==> src/rtl/gpu_fp_pkg.sv <==
// Shared constants and types for the GPU floating-point blocks.
// Covers the single-precision layout and the default adder sharing factor.
package gpu_fp_pkg;

    localparam int FP32_W      = 32;
    localparam int FP32_SIGN   = 31;
    localparam int NUM_REQ_DEF = 4;

    localparam logic [FP32_W-1:0] FP32_QNAN = 32'h7FC0_0000;

    typedef logic [$clog2(NUM_REQ_DEF)-1:0] req_id_t;

endpackage

==> src/rtl/fp_add_arbiter_fl32.sv <==
// fl32: combinational IEEE-754 single-precision adder, round-to-nearest-even.
// Subnormals are handled; NaN operands are returned untouched, Inf - Inf gives a quiet NaN.
module fl32
    import gpu_fp_pkg::*;
(
    input  logic [FP32_W-1:0] a,
    input  logic [FP32_W-1:0] b,
    output logic [FP32_W-1:0] y
);

    logic        a_nan, b_nan, a_inf, b_inf;
    logic        a_big, sub, sign_big;
    logic [7:0]  ea, eb, el, es, diff, sh;
    logic [23:0] ml, ms;
    logic [26:0] ms_ext, ms_sh, mask, m_norm;
    logic [27:0] sum;
    logic [4:0]  lz;
    logic [9:0]  e_norm, e_rnd;
    logic        rnd_up, hid;
    logic [24:0] m_rnd;
    logic [22:0] frac;

    // NOTE: every variable gets a default at the top of always_comb so no path leaves one unassigned (no latch).
    always_comb begin
        a_nan    = (a[30:23] == 8'hFF) && (a[22:0] != 23'd0);
        b_nan    = (b[30:23] == 8'hFF) && (b[22:0] != 23'd0);
        a_inf    = (a[30:23] == 8'hFF) && (a[22:0] == 23'd0);
        b_inf    = (b[30:23] == 8'hFF) && (b[22:0] == 23'd0);
        sub      = a[FP32_SIGN] ^ b[FP32_SIGN];
        ea       = (a[30:23] == 8'h00) ? 8'd1 : a[30:23];
        eb       = (b[30:23] == 8'h00) ? 8'd1 : b[30:23];
        a_big    = a[30:0] >= b[30:0];
        sign_big = a_big ? a[FP32_SIGN] : b[FP32_SIGN];
        el       = a_big ? ea : eb;
        es       = a_big ? eb : ea;
        ml       = a_big ? {a[30:23] != 8'h00, a[22:0]} : {b[30:23] != 8'h00, b[22:0]};
        ms       = a_big ? {b[30:23] != 8'h00, b[22:0]} : {a[30:23] != 8'h00, a[22:0]};
        diff     = el - es;
        ms_ext   = {ms, 3'b000};
        mask     = '0;

        // Align the smaller operand, folding every shifted-out bit into the sticky bit.
        if (diff >= 8'd27) begin
            ms_sh = {26'd0, |ms};
        end else begin
            mask  = (27'd1 << diff) - 27'd1;
            ms_sh = (ms_ext >> diff) | {26'd0, |(ms_ext & mask)};
        end

        sum = sub ? ({1'b0, ml, 3'b000} - {1'b0, ms_sh})
                  : ({1'b0, ml, 3'b000} + {1'b0, ms_sh});

        lz = 5'd27;
        for (int i = 0; i < 27; i++) begin
            if (sum[i]) lz = 5'(26 - i);
        end

        // Left shift is capped so the exponent never drops below 1 (subnormal result).
        sh = '0;
        if (sum[27]) begin
            m_norm = {sum[27:2], sum[1] | sum[0]};
            e_norm = {2'b00, el} + 10'd1;
        end else begin
            sh     = ({3'b000, lz} > (el - 8'd1)) ? (el - 8'd1) : {3'b000, lz};
            m_norm = sum[26:0] << sh;
            e_norm = {2'b00, el} - {2'b00, sh};
        end

        rnd_up = m_norm[2] & (m_norm[3] | m_norm[1] | m_norm[0]);
        m_rnd  = {1'b0, m_norm[26:3]} + {24'd0, rnd_up};
        e_rnd  = m_rnd[24] ? e_norm + 10'd1 : e_norm;
        frac   = m_rnd[24] ? m_rnd[23:1] : m_rnd[22:0];
        hid    = m_rnd[24] | m_rnd[23];

        if (e_rnd >= 10'd255) y = {sign_big, 8'hFF, 23'd0};
        else                  y = {sign_big, hid ? e_rnd[7:0] : 8'h00, frac};

        if (sum == 28'd0) y = {sub ? 1'b0 : a[FP32_SIGN], 31'd0};

        if (a_nan)                        y = a;
        else if (b_nan)                   y = b;
        else if (a_inf && b_inf && sub)   y = FP32_QNAN;
        else if (a_inf)                   y = a;
        else if (b_inf)                   y = b;
    end

endmodule

==> src/rtl/fp_add_arbiter.sv <==
// fp_add_arbiter: round-robin sharing of one fl32 adder between NUM_REQ requesters.
// Two-stage pipeline: S1 holds operands, S2 holds the result presented to the consumer.
module fp_add_arbiter
    import gpu_fp_pkg::*;
#(
    parameter  int NUM_REQ = NUM_REQ_DEF,
    parameter  int CNT_W   = 16,
    localparam int ID_W    = (NUM_REQ > 1) ? $clog2(NUM_REQ) : 1
) (
    input  logic                             clk,
    input  logic                             rst,
    input  logic [NUM_REQ-1:0]               req_valid,
    output logic [NUM_REQ-1:0]               req_ready,
    input  logic [NUM_REQ-1:0][FP32_W-1:0]   req_a,
    input  logic [NUM_REQ-1:0][FP32_W-1:0]   req_b,
    input  logic [NUM_REQ-1:0]               req_sub,
    output logic                             res_valid,
    input  logic                             res_ready,
    output logic [ID_W-1:0]                  res_id,
    output logic [FP32_W-1:0]                res_data,
    output logic [CNT_W-1:0]                 op_count
);

    logic              s1_valid, s2_valid;
    logic [ID_W-1:0]   s1_id;
    logic [FP32_W-1:0] s1_a, s1_b, b_mod, fl_y;
    logic [ID_W-1:0]   rr_ptr, win, rr_next;
    logic              found, grant, s2_adv, s1_accept;

    assign s2_adv    = !s2_valid || res_ready;
    assign s1_accept = !s1_valid || s2_adv;
    assign res_valid = s2_valid;

    // First valid requester at or above rr_ptr, wrapping to 0.
    always_comb begin
        int idx;
        idx   = 0;
        win   = '0;
        found = 1'b0;
        for (int k = 0; k < NUM_REQ; k++) begin
            idx = int'(rr_ptr) + k;
            if (idx >= NUM_REQ) idx = idx - NUM_REQ;
            if (!found && req_valid[idx]) begin
                found = 1'b1;
                win   = ID_W'(idx);
            end
        end
    end

    assign grant   = found && s1_accept && !rst;
    assign rr_next = (win == ID_W'(NUM_REQ - 1)) ? '0 : win + 1'b1;

    always_comb begin
        req_ready = '0;
        if (grant) req_ready[win] = 1'b1;
        b_mod = req_b[win];
        b_mod[FP32_SIGN] = req_b[win][FP32_SIGN] ^ req_sub[win];
    end

    fl32 u_fl32 (
        .a (s1_a),
        .b (s1_b),
        .y (fl_y)
    );

    // NOTE: sequential state uses non-blocking assignments so every register samples pre-edge values.
    always_ff @(posedge clk) begin
        if (rst) begin
            s1_valid <= 1'b0;
            s2_valid <= 1'b0;
            rr_ptr   <= '0;
            op_count <= '0;
        end else begin
            if (s1_accept) s1_valid <= grant;
            if (s2_adv)    s2_valid <= s1_valid;
            if (grant) begin
                rr_ptr   <= rr_next;
                op_count <= op_count + 1'b1;
            end
        end
    end

    // NOTE: payload registers carry no reset; the valid bits alone decide whether they mean anything.
    always_ff @(posedge clk) begin
        if (grant) begin
            s1_id <= win;
            s1_a  <= req_a[win];
            s1_b  <= b_mod;
        end
        if (s2_adv && s1_valid) begin
            res_id   <= s1_id;
            res_data <= fl_y;
        end
    end

endmodule

==> config.mk <==
export PLATFORM = sky130hd
export DESIGN_NAME = fp_add_arbiter
export DESIGN_NICKNAME = d
export VERILOG_FILES = /design/src/rtl/gpu_fp_pkg.sv /design/src/rtl/fp_add_arbiter_fl32.sv /design/src/rtl/fp_add_arbiter.sv
export SDC_FILE = /design/constraint.sdc
export NUM_CORES = 1
export LEC_CHECK = 0
export ABC_AREA = 1
export CAP_MARGIN = 15
export CORE_MARGIN = 1
export CORE_UTILIZATION = 50
export CTS_CLUSTER_DIAMETER = 30
export DETAILED_ROUTE_END_ITERATION = 10
export PLACE_DENSITY = 0.76
export RECOVER_POWER = 100
export SETUP_SLACK_MARGIN = 0.2
export SYNTH_ARGS = -nofsm -noshare
export SYNTH_HDL_FRONTEND = slang
export SYNTH_SLANG_ARGS = --single-unit
==> constraint.sdc <==
create_clock -name clk -period 20.8 [get_ports clk]
set_clock_uncertainty 0.2 [all_clocks]
set_input_delay 4.16 -clock clk [delete_from_list [all_inputs] [get_ports clk]]
set_output_delay 4.16 -clock clk [all_outputs]
set_load 0.02 [all_outputs]
## Word-level counts from Yosys, hierarchy flattened

Cells that the tools add are included.

| word-level totals | value |
|---|---|
| bits in registers | 120 |
| input port bits | 267 |
| output and inout port bits | 55 |

| cells by class | value |
|---|---|
| add/sub/neg operators | 18 |
| $lt $le $gt $ge | 14 |
| equality and inequality tests | 3 |
| shifts and indexed selects | 3 |
| muxes and demuxes | 84 |
| bitwise logic cells | 9 |
| reduce and logical (&&, ||, !) cells | 32 |

Operators with widths:

| kind | number |
|---|---|
| $mux 32 | 12 |
| $bmux 32 s2 | 2 |
| $lt 32x4->1 const B | 4 |
| $mux 5 | 16 |
| $mux 27 | 2 |
| $mux 24 | 2 |
| $mux 8 | 6 |
| $logic_not 23->1 | 2 |
| $reduce_bool 23->1 | 2 |
| $mux 4 | 9 |
| $ge 31x31->1 | 1 |
| $mux 31 | 1 |
| $add 27x27->28 | 1 |
| $logic_not 28->1 | 1 |
| $mux 28 | 1 |
| $sub 27x27->28 | 1 |
| $and 27x27->27 | 1 |
| $or 27x1->27 | 1 |
| $reduce_or 27->1 | 1 |
| $shl 1x8->27 const A | 1 |
| $shl 27x8->27 | 1 |
| $shr 27x8->27 | 1 |
| $sub 27x1->27 const B | 1 |
| $add 24x1->25 | 1 |
| other kinds (35) | 92 |

## Longest topological paths before layout

| logic depth | value |
|---|---|
| depth in word-level cells | 56 |
| depth in mapped cells | 110 |
| mapped depth without buffers | 105 |

## By module

Synthesis repeated with hierarchy kept, for this count alone.

| unflattened totals | value |
|---|---|
| cells, all modules | 3,409 |
| area, all modules | 19,447.4 µm² |

By module, submodules not included:

| module | instances | cells an instance | area each (µm²) |
|---|---|---|---|
| fl32 | 1 | 2,388 | 12,059.1 |
| fp_add_arbiter | 1 | 1,021 | 7,388.3 |

## Worst setup path before layout

No wires, ideal clock.

| path | value |
|---|---|
| kind | reg-to-reg |
| start point | register s1_a[30] |
| end point | register res_data[11], data pin |
| setup time | 0.257 ns |
| arrival time | 12.051 ns |
| slack | 8.293 ns |
| stages on the path, launching flop included | 98 |
| path buffers | 7 |
| period minus slack after synthesis | 12.507 ns |
| cell sequence | edfxtp_1 ha_1 nand2_1 nor2_1 nand2_1 nor2_1 nand2_1 nand2_1 nor2_2 nand2_4 buf_2 buf_1 clkbuf_1 clkbuf_1 o21ai_0 fa_1 inv_1 nand3_2 (+62 left out) inv_1 nand2_1 nor3_1 nand2_1 nor2_1 nand3_1 nand2_1 nand4_1 nand2_1 inv_1 nand2_1 nor2_2 nand2_4 nand2_8 inv_6 buf_8 nand4_1 a21oi_1 |

| on the way | value |
|---|---|
| cells in the longest elaborated chain, start to end | 56 |
| elaborated cells on any way between the ends | 78 |
| classes of those cells | 9 x add/sub; 4 x order compare; 1 x eq/ne; 3 x shift; 46 x mux; 6 x bitwise; 9 x reduce/logical |

RTL lines:

| element | RTL line | RTL |
|---|---|---|
| start: declaration | fp_add_arbiter.sv:26 | `logic [FP32_W-1:0] s1_a, s1_b, b_mod, fl_y;` |
| start signal: assignment | fp_add_arbiter.sv:87 | `s1_a <= req_a[win];` |
| branches (longest 55 deep; another with $ge 31x31->1) | n/a |  |
| $mux 32 (*) | fp_add_arbiter_fl32.sv:80 | `if (a_nan) y = a;` |
| named net fl_y[11] | fp_add_arbiter.sv:26 |  |
| end signal: assignment | fp_add_arbiter.sv:92 | `res_data <= fl_y;` |
| end: declaration | fp_add_arbiter.sv:20 | `output logic [FP32_W-1:0] res_data,` |

Mark *: on every way through the listed nets, which the timed path passes.
A chain may end at the register's enable or synchronous reset.

## Worst setup path in the final report

| path | value |
|---|---|
| start point | register s1_a[2] |
| end point | register res_data[12], data pin |

| on the way | value |
|---|---|
| cells in the longest elaborated chain, start to end | 55 |
| elaborated cells on any way between the ends | 76 |
| classes of those cells | 9 x add/sub; 4 x order compare; 3 x shift; 45 x mux; 6 x bitwise; 9 x reduce/logical |

RTL lines:

| element | RTL line | RTL |
|---|---|---|
| $ge 31x31->1 | fp_add_arbiter_fl32.sv:32 | `a_big = a[30:0] >= b[30:0];` |
| $mux 8 (on tied branches) | fp_add_arbiter_fl32.sv:34, fp_add_arbiter_fl32.sv:35 |  |
| $sub 8x8->8 | fp_add_arbiter_fl32.sv:38 | `diff = el - es;` |
| $shl 1x8->27 | fp_add_arbiter_fl32.sv:46 | `mask = (27'd1 << diff) - 27'd1;` |
| $sub 27x1->27 | fp_add_arbiter_fl32.sv:46 |  |
| $and 27x27->27 | fp_add_arbiter_fl32.sv:47 | `ms_sh = (ms_ext >> diff) \| {26'd0, \|(ms_ext & mask)};` |
| $reduce_or 27->1 | fp_add_arbiter_fl32.sv:47 |  |
| $or 27x1->27 | fp_add_arbiter_fl32.sv:47 |  |
| (+40 left out) | n/a |  |
| $mux 31 | fp_add_arbiter_fl32.sv:75 | `if (e_rnd >= 10'd255) y = {sign_big, 8'hFF, 23'd0};` |
| $mux 32 | fp_add_arbiter_fl32.sv:78 | `if (sum == 28'd0) y = {sub ? 1'b0 : a[FP32_SIGN], 31'd0};` |
| $mux 32 | fp_add_arbiter_fl32.sv:84 | `else if (b_inf) y = b;` |
| $mux 32 | fp_add_arbiter_fl32.sv:83 | `else if (a_inf) y = a;` |
| $mux 32 | fp_add_arbiter_fl32.sv:82 | `else if (a_inf && b_inf && sub) y = FP32_QNAN;` |
| $mux 32 | fp_add_arbiter_fl32.sv:81 | `else if (b_nan) y = b;` |
| $mux 32 (*) | fp_add_arbiter_fl32.sv:80 |  |
| named net fl_y[12] | fp_add_arbiter.sv:26 |  |

The timed path passes the listed nets; every way through them passes the cells marked *.

==> results.toml <==
[cts]
clock_tree.htree_level_count = 4
clock_net_sink_count = 120
worstSkewPairLatency_ns = 0.43
ctsRootBufferMaster = "sky130_fd_sc_hd__clkbuf_16"
clkTransAtPathRegs_ns = 0.06
ctsResizeCount = 0
tritoncts = "built"
ctsHoldBuffers = 0
cts_made_buffers = 17
post_cts_setup_buffers = 0
buffer_depth_of_the_longest_clock_path = 2

[synthesis]
synth.ff_latch_count = 120
synth-edff-count = 100
mappedNetlistArea_um2 = 18250
post-synth-top-count-cell = "sky130_fd_sc_hd__nand2_1"
synth_seq_area_share = 0.1864
synthDominantAreaCellType = "sky130_fd_sc_hd__nand2_1"
avgSynthCellArea_um2 = 6.079
commonest_cells_in_the_netlist = "sky130_fd_sc_hd__nand2_1 (851), sky130_fd_sc_hd__nand3_1 (397), sky130_fd_sc_hd__inv_1 (305)"
synth.net_count = 3382
synth_area_leaders = "sky130_fd_sc_hd__nand2_1 (17%), sky130_fd_sc_hd__edfxtp_1 (16%), sky130_fd_sc_hd__nand3_1 (11%)"
synth.lib_cells_used.distinct = 70
async_flop_share = 0
yosys_most_used_dff = "sky130_fd_sc_hd__edfxtp_1"
synthesis.instances = 3003
synthDominantCellAreaShare = 0.1750
synth-warning-count = 0

[cells_and_area]
share_of_final_layout_standard_cells_stronger_than_drive_strength_1 = 0.05851
area_delta_synth_final_pct = 20.80
antenna-diode-count = 0
nets = 3596
nFillCells = 3455
final_cell_area_um2 = 22050

[routing]
dr.max_layer_used = "met4"
drtIter0Drc = 2639
m1WireLength_um = 28980
num_vias = 22610
wl_met2_um = 34110
routed_via_density = 6.126
detail_route.wirelength_um = 75490
dr.pass1.iters = 9
routed_wire_length_per_instance_um = 20.45
postRouteAntennaNets = 0
drc = 0
met3RoutedLength_um = 7941

[timing]
min_period_over_period = 0.8686
slew-limit-headroom = -1.833
tightestPinTransition_ns = 4.205
setup_total_negative_slack_ns = 0
final.min_clock_period_ns = 18.07
timing_hold_violations_final = 0
timing.fmax_ghz = 0.05535
report.final.slew_viol_count = 284
finalSetupViolations = 0
setup_repair_after_global_routing_missed_its_margin = "false"

[die]
die_width_um = 193.1
initial_core_util = 0.5107
die_height_um = 193.1
io-pin-count = 322
placement_rows = 69
design.die.area_um2 = 37280
core-area_um2 = 35740

[critical_path]
worst_path_most_repeated_cell = "sky130_fd_sc_hd__nand2_1"
critPathMaxFanout = 81
required_ns = 20.84
worstPathBufferInverterCount = 13
critical_path_depth = 93
cpPeakStageDelay_ns = 1.47
cp_slowest_cell = "sky130_fd_sc_hd__nor2_1"
cp-startpoint = "s1_a[2]"
worst_path_dominant_cell_family = "simple AND/OR/NAND/NOR gates"
worst_r2r_dst = "res_data[12]"
timing.critical_path.to = "res_data[12]"
start_kind = "flop"
crit_arrival_ns = 18.11
timing.setup.critical_path_class = "reg2reg"
r2r_start = "s1_a[2]"
worst_r2r_path_depth = 93
ff2ff_setup_slack_ns = 2.73
end_kind = "flop"

[placement]
io_buffers = 321
place_congestion = 1.067
place_area_um2 = 21510
dp.final_hpwl_um = 60380

[global_route]
grt_first_pass_wirelength_um = 113400
antenna_found_initial = 0
first_global_vias = 20590
globalRoute.totalOverflow = 0
grt_start_max_net_pins = 90
total_global_routing_track_utilization = 0.3960

[worst_hold_path]
min_path_type = "reg2reg"

[status]
run_status = "finished, violations left"
failed_checks = "capacitance limit, slew limit"

[job]
max_cap_viol_count = 5
## cell families (layout without fill, tap and decap cells)
| family | Yosys count | count (layout) | share of synthesized area |
|---|---|---|---|
| xor gates and xnor gates | 48 | 48 | 0.02714 |
| muxes | 5 | 5 | 0.002742 |
| DFF | 120 | 120 | 0.1864 |
| adders and majority gates | 112 | 112 | 0.07800 |
| buffers and inverters | 486 | 713 | 0.1093 |
| AOI/OAI and AO/OA | 497 | 497 | 0.1651 |
| and+or+nand+nor | 1734 | 1734 | 0.4311 |
| other | 1 | 1 | 0.0002054 |
## cell usage in the layout, fill, tap and decap left out, drive strengths merged, types with 37 or more instances in the layout
| master | instances |
|---|---|
| a21oi | 202 |
| a32oi | 64 |
| clkdlybuf4s50 | 263 |
| dlygate4sd3 | 58 |
| edfxtp | 100 |
| ha | 109 |
| inv | 338 |
| nand2 | 887 |
| nand3 | 413 |
| nand4 | 92 |
| nor2 | 242 |
| nor3 | 47 |
| o21ai | 152 |
| xor2 | 37 |
## metal layers
layer	vias to the layer above	global-route usage
li1	10610	-
met1	10360	0.4851
met2	1405	0.6400
met3	242	0.08869
met4	0	0.2236
met5	-	0
## registers in the layout, summed over array words and instances (netlist names), 2 cells and up
name / count
res_id: 2
s1_b: 32
s1_id: 2
rr_ptr: 2
res_data: 32
s1_a: 32
op_count: 16
## layout make-up
class	count	area [um2]	area share
multi-input combinational	2397	12840	0.5822
sequential	120	3403	0.1543
timing repair buffer	342	3359	0.1523
inverter	339	1284	0.05822
tap	461	576.8	0.02616
clock buffer	18	429.2	0.01946
clock inverter	14	161.4	0.007320
## per-stage QoR
| stage | std cells | hold slack (ns) | utilization | setup slack (ns) |
|---|---|---|---|---|
| final | 3691 | 0.2180 | 0.6170 | 2.734 |
| after CTS | 3689 | 0.2184 | 0.6182 | 4.128 |
| after floorplan | 3003 | 0.2003 | - | 8.293 |
| after detailed placement | 3657 | 0.2045 | 0.6017 | 4.162 |
| after global routing | 3691 | 0.2246 | 0.6170 | 1.101 |
| after global placement | 3657 | 0.2037 | 0.6017 | 4.572 |
## how the worst min path moves through the flow
stage | from | end | slack (ns) | depth (start not counted)
floorplan | s1_id[0] | res_id[0] | 0.20 | 0
global placement | s1_id[1] | res_id[1] | 0.20 | 0
detailed placement | s1_id[0] | res_id[0] | 0.20 | 0
CTS | s1_id[0] | res_id[0] | 0.22 | 0
global route | s1_id[0] | res_id[0] | 0.22 | 0
finish | s1_id[0] | res_id[0] | 0.22 | 0
Power is not shown: default switching activity piles up to over one toggle a cycle in this logic, so the estimate is an artifact.
